--- config.mk ---
export PLATFORM = sky130hd
export DESIGN_NAME = ycr_req_route
export DESIGN_NICKNAME = d
export VERILOG_FILES = /design/src/rtl/ycr_route_pkg.sv /design/src/rtl/ycr_route_tmo.sv /design/src/rtl/ycr_req_route.sv
export SDC_FILE = /design/constraint.sdc
export NUM_CORES = 1
export LEC_CHECK = 0
export BUFFER_PORTS_ARGS = -buffer_cell sky130_fd_sc_hd__buf_2
export CORE_AREA = 2 2 122 124
export DETAILED_ROUTE_END_ITERATION = 6
export DIE_AREA = 0 0 124 126
export GPL_TIMING_DRIVEN = 0
export SLEW_MARGIN = 15
export SYNTH_ARGS = -nofsm -noshare
export SYNTH_HDL_FRONTEND = slang
export SYNTH_HIERARCHICAL = 1
export SYNTH_SLANG_ARGS = --single-unit
--- constraint.sdc ---
create_clock -name clk -period 3.6 [get_ports clk]
set_clock_uncertainty 0.15 [all_clocks]
set_input_delay 1.08 -clock clk [delete_from_list [all_inputs] [get_ports clk]]
set_output_delay 1.08 -clock clk [all_outputs]
set_load 0.03 [all_outputs]
--- src/rtl/ycr_route_pkg.sv ---
// Shared definitions for the requester-to-memory router: response codes and FSM states.
package ycr_route_pkg;

    localparam logic [1:0] RESP_IDLE = 2'b00;
    localparam logic [1:0] RESP_RDY  = 2'b01;
    localparam logic [1:0] RESP_ERR  = 2'b10;

    typedef enum logic [1:0] {
        ST_IDLE      = 2'd0,
        ST_WAIT_RESP = 2'd1,
        ST_RESP_OUT  = 2'd2
    } route_state_e;

    // Any non-IDLE code from the slave counts as a response (including the unused 2'b11).
    function automatic logic resp_valid(input logic [1:0] resp);
        return resp != RESP_IDLE;
    endfunction

endpackage

--- src/rtl/ycr_route_tmo.sv ---
// Response timeout counter for ycr_req_route; only instantiated when YCR_ROUTE_TIMEOUT_EN is defined.
module ycr_route_tmo #(
    parameter int unsigned TMO_CYC = 256
) (
    input  logic clk,
    input  logic rst,
    input  logic start,
    input  logic run,
    output logic expire
);

    localparam int CW = $clog2(TMO_CYC) + 1;
    // Cleared at acceptance, so the count reaches TMO_CYC-1 on the edge that leaves WAIT_RESP.
    localparam logic [CW-1:0] LIM = CW'(TMO_CYC - 2);

    logic [CW-1:0] cnt;

    always_ff @(posedge clk) begin
        if (rst) begin
            cnt <= '0;
        end else if (start) begin
            cnt <= '0;
        end else if (run) begin
            cnt <= cnt + CW'(1);
        end
    end

    assign expire = run && (cnt == LIM);

endmodule

--- src/rtl/ycr_req_route.sv ---
// Routes the arbiter-granted requester's command to a single memory port and returns the
// response to the original requester. Optional response timeout: define YCR_ROUTE_TIMEOUT_EN.
module ycr_req_route
    import ycr_route_pkg::*;
#(
    parameter int unsigned TREQ    = 2,
    parameter int unsigned AW      = 32,
    parameter int unsigned DW      = 32,
    parameter int unsigned TMO_CYC = 256,
    localparam int TREQ_DW = $clog2(TREQ)
) (
    input  logic                 clk,
    input  logic                 rst,
    input  logic [TREQ_DW:0]     gnt,
    input  logic [TREQ-1:0]      m_req,
    input  logic [TREQ-1:0]      m_cmd,
    input  logic [TREQ*AW-1:0]   m_addr,
    input  logic [TREQ*DW-1:0]   m_wdata,
    input  logic [TREQ*2-1:0]    m_width,
    output logic [TREQ-1:0]      m_req_ack,
    output logic [TREQ*2-1:0]    m_resp,
    output logic [TREQ*DW-1:0]   m_rdata,
    output logic                 s_req,
    output logic                 s_cmd,
    output logic [AW-1:0]        s_addr,
    output logic [DW-1:0]        s_wdata,
    output logic [1:0]           s_width,
    input  logic                 s_req_ack,
    input  logic [1:0]           s_resp,
    input  logic [DW-1:0]        s_rdata,
    output logic                 req_ack,
    output logic                 lack
);

    if (TMO_CYC < 2) begin : g_bad_tmo
        $error("ycr_req_route: TMO_CYC must be at least 2");
    end

    route_state_e state, state_next;

    logic [TREQ_DW:0] id_q;
    logic [1:0]       resp_q;
    logic [DW-1:0]    rdata_q;
    logic             tmo_expire;
    logic             gnt_req;

    // Grant decode: an out-of-range grant (including all-ones) selects nobody.
    always_comb begin
        gnt_req = 1'b0;
        s_cmd   = 1'b0;
        s_addr  = '0;
        s_wdata = '0;
        s_width = '0;
        for (int i = 0; i < int'(TREQ); i++) begin
            if (gnt == i[TREQ_DW:0]) begin
                gnt_req = m_req[i];
                s_cmd   = m_cmd[i];
                s_addr  = m_addr[i*AW +: AW];
                s_wdata = m_wdata[i*DW +: DW];
                s_width = m_width[i*2 +: 2];
            end
        end
    end

    always_comb begin
        s_req     = (state == ST_IDLE) && !rst && gnt_req;
        req_ack   = s_req && s_req_ack;
        lack      = (state == ST_RESP_OUT) && !rst;
        m_req_ack = '0;
        m_resp    = '0;
        m_rdata   = '0;
        for (int i = 0; i < int'(TREQ); i++) begin
            if (gnt == i[TREQ_DW:0]) begin
                m_req_ack[i] = req_ack;
            end
            if (lack && (id_q == i[TREQ_DW:0])) begin
                m_resp[i*2 +: 2]   = resp_q;
                m_rdata[i*DW +: DW] = rdata_q;
            end
        end
    end

    always_comb begin
        state_next = state;
        case (state)
            ST_IDLE: begin
                if (req_ack) begin
                    state_next = ST_WAIT_RESP;
                end
            end
            ST_WAIT_RESP: begin
                if (resp_valid(s_resp) || tmo_expire) begin
                    state_next = ST_RESP_OUT;
                end
            end
            ST_RESP_OUT: begin
                state_next = ST_IDLE;
            end
            default: begin
                state_next = ST_IDLE;
            end
        endcase
    end

    always_ff @(posedge clk) begin
        if (rst) begin
            state <= ST_IDLE;
        end else begin
            state <= state_next;
        end
    end

    // A genuine slave response in the same cycle as the timeout wins over ERR.
    always_ff @(posedge clk) begin
        if (rst) begin
            id_q    <= '0;
            resp_q  <= RESP_IDLE;
            rdata_q <= '0;
        end else begin
            if (req_ack) begin
                id_q <= gnt;
            end
            if (state == ST_WAIT_RESP) begin
                if (resp_valid(s_resp)) begin
                    resp_q  <= s_resp;
                    rdata_q <= s_rdata;
                end else if (tmo_expire) begin
                    resp_q  <= RESP_ERR;
                    rdata_q <= '0;
                end
            end
        end
    end

`ifdef YCR_ROUTE_TIMEOUT_EN
    ycr_route_tmo #(
        .TMO_CYC (TMO_CYC)
    ) u_tmo (
        .clk    (clk),
        .rst    (rst),
        .start  (req_ack),
        .run    (state == ST_WAIT_RESP),
        .expire (tmo_expire)
    );
`else
    assign tmo_expire = 1'b0;
`endif

endmodule

==> results.md <==
- GRT Residual Overflow: 0
- Clock-pin slew on the worst setup and hold paths: ~60 ps
- Yosys warnings: 6
- Antenna cells: 0
- Largest family of logic cells by synthesized area: simple AND/OR/NAND/NOR gates
- Switch Pwr: 438.4 uW
- Vias per cell: 4.368
- GRT Total Usage: between 10% and 20%
- Max-cap violations: 0
- Hold WS: roughly 320 ps
- Starting DRC count in detailed routing: between 150 and 200
- Power density cells: between 200 and 300 nW/um2
- Filler cell count: 1,621
- Top-Level Pins: approximately 320
- Max VDD drop: around 0.00021 V
- Outcome: finished with violations
- Pin count of the biggest net entering global routing: 13
- Min-delay worst type: register to register
- Die Wd: around 120 um
- Lkg Pwr: approximately 0.0028 uW
- Clock buffer depth: 2
- Critical path peak fanout: 4
- Post-synthesis mux area share: roughly a quarter
- Setup-failing EPs final: 1
- # H-tree levels: 2
- Pre-CTS WS: -442.8 ps
- Top Family by Delay on Critical Path: simple AND/OR/NAND/NOR gates
- Final Hold Viols: 0
- Syn_nets: just under 600
- CTS root buffer: clkbuf_16
- Post-Layout Cell Count: 915
- Design Area, Final: just over 5000 um2
- Post-DR wirelength/cell: about 14 um
- Most frequent cells in the layout: 265 x buf_2, 71 x nor2_1, 69 x and2_1, 68 x mux2i_1, 47 x buf_4
- Yosys cell types: 26
- Routed WL: between 10,000 and 15,000 um
- Fraction of layout cells with a size suffix above 1: around half
- Xor/xnor cell area share of the yosys netlist: 0%
- Cell Area, Placed: ~4800 um2
- Post-layout minimum cycle time: around 3700 ps
- First-pass GRT wire length: roughly 19,000 um
- Slew headroom: 67.31%
- Post-Synth Adder-Cell Area: 0%
- Synth Area in Compound Gates: a little under an eighth
- Combinational Power Share: 32.6%
- Core Area: ~14,000 um2
- Worst Setup Slack, final: -64.97 ps
- Setup crit start kind: primary input
- Cell-internal power: between 800 and 900 uW
- Worst Tran Pin Value: between 400 and 500 ps
- Setup TNS: -64.97 ps
- Crit path kind: primary input to output port
- Synth Area in Simple Gates: around 34%
- Worst setup EP type: output port
- Commonest non-fill, non-tap cell in the layout: buf_2
- Worst Path Buf+Inv: 2
- Most frequent CP cell: nor3b_4
- Mapped Avg Cell Area: around 7.3 um2
- Failing checks: setup timing
- Clock power frac: between 30% and 40%
- Worst Path Required: 2370 ps
- Die Y: roughly 130 um
- NumNets Final: around 900
- Overall die area: between 15,000 and 20,000 um2
- Area grow syn2layout: 74.80%
- CTS tree: yes
- Starting Density: between 20 and 25%
- Vias in the first global route: 3,694
- Final HPWL from detailed placement: ~11,000 um
- CP max stage cell: or4_4
- # DRC: 0
- Seq pwr share: between 30% and 40%
- Period utilisation layout: 101.8%
- Cell Area, Synth: between 2000 and 3000 um2
- Unrepaired setup endpoints after global routing: true
- Dpl cells: 901
- Drt first pass iters: 6
- CTS sink cnt: 38
- Signal arrival time at the worst endpoint: roughly 2400 ps
- Max Clk Rate: 272.9 MHz
- # port buffers: between 300 and 400
- Post-Syn Instances: about 400
- Synth Register Bits: 38
- Slew Limit Fails: 0
- CP peak stage delay: 520 ps
- CTS Buf Count: 5
- Routability cong.: slightly above 0.8
- Post-DRT Antenna Nets: 0
- DR vias: 3,997
- Register area share after synthesis: roughly a quarter
- Initial antenna violation count: 0
- Switching Share: about 33%
- Cell Chain, Critical Path: buf_8, or4_4, nor3b_4, nor3b_4, buf_6
- Clock Latency Late Sink: 270 ps
- Row Count: 44
## final cells by class
cell class | instances | area [um2] | share of cell area [%]
Buffer | 40 | 210.2 | 4.050
Clock buffer | 6 | 138.9 | 2.676
Clock inverter | 2 | 12.51 | 0.2411
Multi-Input combinational cell | 326 | 2068 | 39.85
Sequential cell | 38 | 760.7 | 14.66
Tap cell | 184 | 230.2 | 4.436
Timing Repair Buffer | 319 | 1769 | 34.09
## logic make-up after synthesis
logic type             after synthesis
AO/OA/AOI/OAI                       67
buffers and inverters               41
flip-flops                          38
multiplexers                        69
AND/OR/NAND/NOR                    190
## sequential cells by signal, indices dropped and copies added (netlist names)
name     flops
resp_q       2
state        2
id_q         2
rdata_q     32
## layer usage
metal  track usage [%]  wire [um]  vias to the layer above
met5                 0          0                        -
met4             2.379         61                        0
met3             2.083        807                        5
met2             28.38       6572                      160
met1             20.07       5627                     1811
li1                  -          -                     2021
## through the flow
stage	total power (uW)	util, %
after floorplan	686.7	-
after global placement	866.7	33.38
after detailed placement	868.2	33.38
after CTS	1327	35.91
after global routing	1380	36.26
final	1312	36.26
## synthesized netlist by cell type
cell / number / share of area [%]
buf_2: 6 / 1.0
nand3_1: 32 / 5.4
nor4b_1: 1 / 0.30
nand2_1: 2 / 0.25
nand3b_1: 2 / 0.51
o21a_1: 1 / 0.25
clkbuf_1: 31 / 3.9
nor3_1: 1 / 0.17
mux2_1: 1 / 0.38
buf_6: 1 / 0.38
a21oi_1: 34 / 5.7
nor3b_4: 1 / 0.63
nand2b_1: 2 / 0.42
nor3b_2: 1 / 0.42
or4_4: 1 / 0.38
nor4b_2: 1 / 0.51
and2_1: 70 / 15
or2_2: 1 / 0.21
buf_1: 3 / 0.38
nor2b_1: 2 / 0.42
dfxtp_1: 38 / 26
mux2i_1: 68 / 23
nor3b_1: 1 / 0.25
nor4_2: 1 / 0.42
o21ai_0: 32 / 5.4
nor2_1: 71 / 9.0
## power groups by stage
stage	logic (uW)	clock network (uW)	registers [uW]
floorplan	244	0	443
global placement	422	0	445
detailed placement	423	0	445
CTS	429	462	436
global route	461	482	437
finish	427	449	436
## worst min-delay path, cell delays in order (launching register included)
cell	delay (ps)
dfxtp_1	320
nand2_1	50
a21oi_1	50
## what timing repair did
item	CTS	global route
gates resized for setup	63	18
setup buffers	6	1
pin swaps	3	1
endpoints found under the setup margin	108	63
hold buffers	0	0
## final timing paths
check	to	cells past startpoint	startpoint	slack, ps
worst max register to register	id_q[0]	5	state[0]	1540
worst max-delay path	m_req_ack[0]	5	rst	-60
worst min register to register	resp_q[0]	2	resp_q[0]	320
worst min-delay path	resp_q[0]	2	resp_q[0]	320
Power figures use the tool's default switching activity.
